### src/rtl/reg_file_2r1w.sv
// Register file with 2^ADDR_W entries: two combinational read ports and one synchronous write port.
// Register 0 always reads as zero. BYPASS=1 forwards same-cycle write data to a matching read.
module reg_file_2r1w #(
    parameter int DATA_W = 32,
    parameter int ADDR_W = 5,
    parameter int BYPASS = 0
) (
    input  logic              clk,
    input  logic              rst,
    input  logic              we,
    input  logic [ADDR_W-1:0] wa,
    input  logic [DATA_W-1:0] wd,
    input  logic [ADDR_W-1:0] ra1,
    input  logic [ADDR_W-1:0] ra2,
    output logic [DATA_W-1:0] rd1,
    output logic [DATA_W-1:0] rd2
);

    localparam int DEPTH = 1 << ADDR_W;

    logic [DEPTH-1:0]  wsel;
    logic [DATA_W-1:0] regs [DEPTH];

    // One-hot write enables; entry 0 is never selected so writes to $0 vanish.
    always_comb begin
        wsel = '0;
        for (int i = 1; i < DEPTH; i++) begin
            wsel[i] = we && (wa == ADDR_W'(i));
        end
    end

    always_ff @(posedge clk) begin
        if (rst) begin
            for (int i = 0; i < DEPTH; i++) begin
                regs[i] <= '0;
            end
        end else begin
            for (int i = 1; i < DEPTH; i++) begin
                if (wsel[i]) begin
                    regs[i] <= wd;
                end
            end
        end
    end

    // Bypass is deliberately not gated by rst: during a reset cycle it still forwards wd.
    always_comb begin
        rd1 = '0;
        if (ra1 != '0) begin
            rd1 = regs[ra1];
            if ((BYPASS != 0) && we && (wa == ra1)) begin
                rd1 = wd;
            end
        end
    end

    always_comb begin
        rd2 = '0;
        if (ra2 != '0) begin
            rd2 = regs[ra2];
            if ((BYPASS != 0) && we && (wa == ra2)) begin
                rd2 = wd;
            end
        end
    end

endmodule
### config.mk
export PLATFORM = sky130hd
export DESIGN_NAME = reg_file_2r1w
export DESIGN_NICKNAME = d
export VERILOG_FILES = /design/src/rtl/reg_file_2r1w.sv
export SDC_FILE = /design/constraint.sdc
export NUM_CORES = 2
export LEC_CHECK = 0
export CAP_MARGIN = 25
export CORE_UTILIZATION = 58
export CTS_BUF_LIST = sky130_fd_sc_hd__clkbuf_4
export DETAILED_ROUTE_END_ITERATION = 6
export PLACE_DENSITY = 0.84
export SYNTH_ARGS = -nofsm -noshare
export SYNTH_HDL_FRONTEND = slang
export SYNTH_SLANG_ARGS = --single-unit
### constraint.sdc
create_clock -name clk -period 3.5 [get_ports clk]
set_clock_uncertainty 0.05 [all_clocks]
set_input_delay 0.35 -clock clk [delete_from_list [all_inputs] [get_ports clk]]
set_output_delay 0.35 -clock clk [all_outputs]
set_load 0.01 [all_outputs]
# Word level (Yosys, flattened, before mapping)
# Memory sizes are Yosys's and may differ from the RTL's.
# Cells that the tools add are included.
# classes
n_reduce_logical,33
bitwise,31
muxes,128
n_eq_ne,31
# ops
cell,n
two-way mux 32 bit,33
two-way mux 1 bit,95
"== test 5 bit, second input constant",16
"== test 5 x 4 -> 1 bit, second input constant",8
logical AND 1 bit,31
OR 1 bit,31
"== test 5 x 3 -> 1 bit, second input constant",4
"== test 5 x 2 -> 1 bit, second input constant",2
nonzero test 5 bit,2
"== test 5 x 1 -> 1 bit, second input constant",1
# word_totals
memories,1
ramBits,1024
wordCells,224
ff_bits,0
out_inout_bits,64
input_bits,50
# mem_list
name,words,width,rd,rd_ports_with_merged_regs,write_ports,line,text
regs,32,32,2,0,32,22,logic [DATA_W-1:0] regs [DEPTH];

# Depth between registers and ports, before layout
# logic_depth
depth_word,6
mapped_depth,9
ltp_nobuf,5

# Worst setup path after synthesis
# OpenSTA, ideal clock, no wires.
# synth_timing
path_type,in2reg
startpoint,input wa[0]
endpoint,"memory regs[23][0], enable pin"
cell_stages,3
path_slack_ns,-0.028
t_required_ns,2.984
path_buffers,1
setup_time_ns,0.466
t_arrival_ns,3.012
cell_sequence,clkbuf_1 nand2_1 o21ai_0
# synth_rtl
element,line,text
"start, declared",11,"input logic [ADDR_W-1:0] wa,"
"end, declared",22,

==> run summary <==
top flop regs = regs x992
#FFs+latches synth = 992
TritonRoute pass-1 iters = 7
Leak = 19.6 nW
largest net degree at the start of global routing = 64
peak supply drop = 0.399 mV
initial antenna violation count = 10
post-CTS setup buffer count = 0
top-area cell type share of the netlist area = 60.5%
slowest CP cell = edfxtp_1
Area contributors post-synth = edfxtp_1, mux4_2, nor2_1
final hold vios = 0
Iter 0 DRT Violations = 6584
total power = 28.0 mW
Avg Cell Area, Syn = 14.7 um^2
core area = 83800 um^2
CP max stage delay = 0.42 ns
DR DRC count = 13
min cycle time layout = 3.51 ns
RD Place Congestion = 0.914
Die ar. = 86100 um^2
# clock sinks = 992
power per cell area = 499 nW/um^2
# Max-Cap Violations = 0
H-tree depth = 4
top_reg_cell synth = edfxtp_1
CTS tree = done
failing checks = design-rule violations, negative setup slack
kind of critical path = flip-flop to primary output
largest reg by FF count = regs
# fillers = 5499
vias in the first global route = 35109
DIE WIDTH = 293 um
total CTS buffers = 236
metal3 WL = 27900 um
Total Routing Usage GR = 37.0%
DR top layer = met5
Fmax = 0.285 GHz
Vias/cell = 7.16
CP endpoint kind = primary output
row cnt = 106
layout cells sized above 1 = 30.0%
met1 wire length = 49500 um
Cell Area, Synth = 49300 um^2
max reg flops = 992
post-synth cell types = 45
top cells by count, synth = edfxtp_1, nor2_1, mux4_2, nand2_1, clkbuf_1
post-synthesis sequential area ratio = 60.5%
PortBufs = 113
Hold WC Path Type = input pin to flip-flop
worst-path fanout max = 2
Initial Util = 58.8%
Slew Viols, Final = 0
Cell Chain, Critical Path = nor2b_1 > a2111oi_1 > a2111oi_1 > a22oi_1 > o211ai_1 > dlygate4sd2_1
Period Utilization, post-route = 100%
Synth Instances = 3349
Tightest Pin Transition = 0.842 ns
total number of vias = 35394
average wire per standard cell = 32.0 um
final setup vio count = 1
nets = 3672
most numerous cell in the Yosys netlist = edfxtp_1
placed insts = 4518
Cell Count, Final, Fillers Out = 4942
I/O pins = 114
dominant cell type by area after synthesis = edfxtp_1
Root Buffer = clkbuf_4
Post-synth EDFFs = 992
Worst Path Required = 3.10 ns
CP startpoint kind = flip-flop
post-layout util = 67.0%
slack of the critical path = -0.00618 ns
detailed-route wire length = 158000 um
Area Overhead vs Synth = 14.1%
Warnings, synthesis = 0
first-pass GRT wire length = 227000 um
status = complete, but fails checks
hold_buf cts = 0
pre-CTS setup slack = 0.153 ns
HPWL after DPL = 94000 um
Arrival @ worst endpoint = 3.11 ns
GRT overflow = 0
CTS Buffer Depth = 3
Post-synth ARST share = 0%
Clk pin slew, worst setup/hold paths = 0.07 ns
ANT nets after route = 0
relative max-transition margin = 43.9%
Die H = 293 um
Syn Nets = 3399
Most common cell on crit path = a2111oi_1
Met2 Wirelength = 70700 um
[through the flow]
stage          setup TNS (ns)  hold slack, ns  area, um^2
3_5_place_dp                0            1.19       53100
2_1_floorplan           -9.57           0.645       49300
3_3_place_gp                0            1.19       53100
4_1_cts                     0          0.0480       56200
6_report             -0.00618           0.123       56200
5_1_grt               -0.0298           0.131       56200
[worst paths after layout]
path	start	end	slack, ns	cells past startpoint
setup / recovery	regs[8][31]$_SDFFCE_PN0P_	rd1[31]	-0.006	6
hold / removal	wd[1]	regs[12][1]$_SDFFCE_PN0P_	0.12	4
[critical path, delay by kind of cell (launching register included)]
family,cells,cell delay (ns)
buf+inv,1,0.39
compound gates,4,1.09
flops,1,0.42
simple gates,1,0.16
[final cells by class]
type                       instances  area [um^2]  area share (%)
antenna                            3         7.51          0.0134
clock buffer                     334         2510            4.46
clock inverter                    87          534           0.951
inverter                          34          131           0.234
multi-input combinational       2022        18200            32.4
sequential                       992        29800            53.0
tap                             1134         1420            2.52
timing repair buffer             336         3580            6.38
[report_power, final]
group          total, mW  leakage [nW]  switching [mW]  internal (mW)
clock network       9.61          1.80            4.76           4.85
logic               4.05          8.26            2.31           1.74
registers           14.4          9.52           0.427           13.9
[what timing repair did]
action / in CTS / in global routing
pin swaps: 5 / 6
gates resized for setup: 67 / 19
cloned: 0 / 0
setup endpoints to repair: 45 / 16
[logic make-up (layout without fill, tap and decap cells)]
family / after synthesis / in the layout / share of synthesized area, %
simple gates: 1030 / 1030 / 8.44
compound gates: 363 / 363 / 4.73
other cells: 0 / 3 / 0
flops: 992 / 992 / 60.5
buf+inv: 335 / 791 / 3.29
mux: 629 / 629 / 23.1
[routing by layer]
layer	vias up	track usage [%]
met3	779	13.8
li1	13703	-
met5	-	0.567
met2	3719	54.5
met1	17177	46.9
met4	16	22.3
[cells in the final DEF, fill, tap and decap left out, types with 4 or more instances in the layout]
cell type / netlist / routed
a21oi_1: 118 / 109
nor2_1: 609 / 609
inv_6: 0 / 7
nor2b_1: 58 / 55
nor3_1: 36 / 34
clkdlybuf4s15_1: 0 / 4
buf_4: 25 / 161
o21ai_4: 0 / 9
mux2i_1: 152 / 151
nand2_2: 1 / 28
edfxtp_1: 992 / 992
mux2_2: 80 / 80
o21ai_1: 49 / 46
nand2b_1: 7 / 7
o22ai_1: 5 / 5
buf_8: 0 / 5
buf_12: 0 / 65
o21ai_0: 24 / 15
o32ai_1: 4 / 4
o221ai_1: 17 / 10
a211oi_1: 10 / 10
clkdlybuf4s50_1: 0 / 58
nand2_1: 272 / 245
o211ai_1: 42 / 42
inv_1: 32 / 32
clkinv_1: 1 / 63
clkbuf_4: 0 / 334
nand3_1: 37 / 37
a221oi_1: 38 / 37
a21oi_2: 0 / 9
clkinv_2: 0 / 9
dlygate4sd2_1: 0 / 36
mux4_2: 397 / 397
o221ai_2: 0 / 6
a22oi_1: 36 / 36
bufinv_16: 0 / 6
Power figures use the tool's default switching activity.
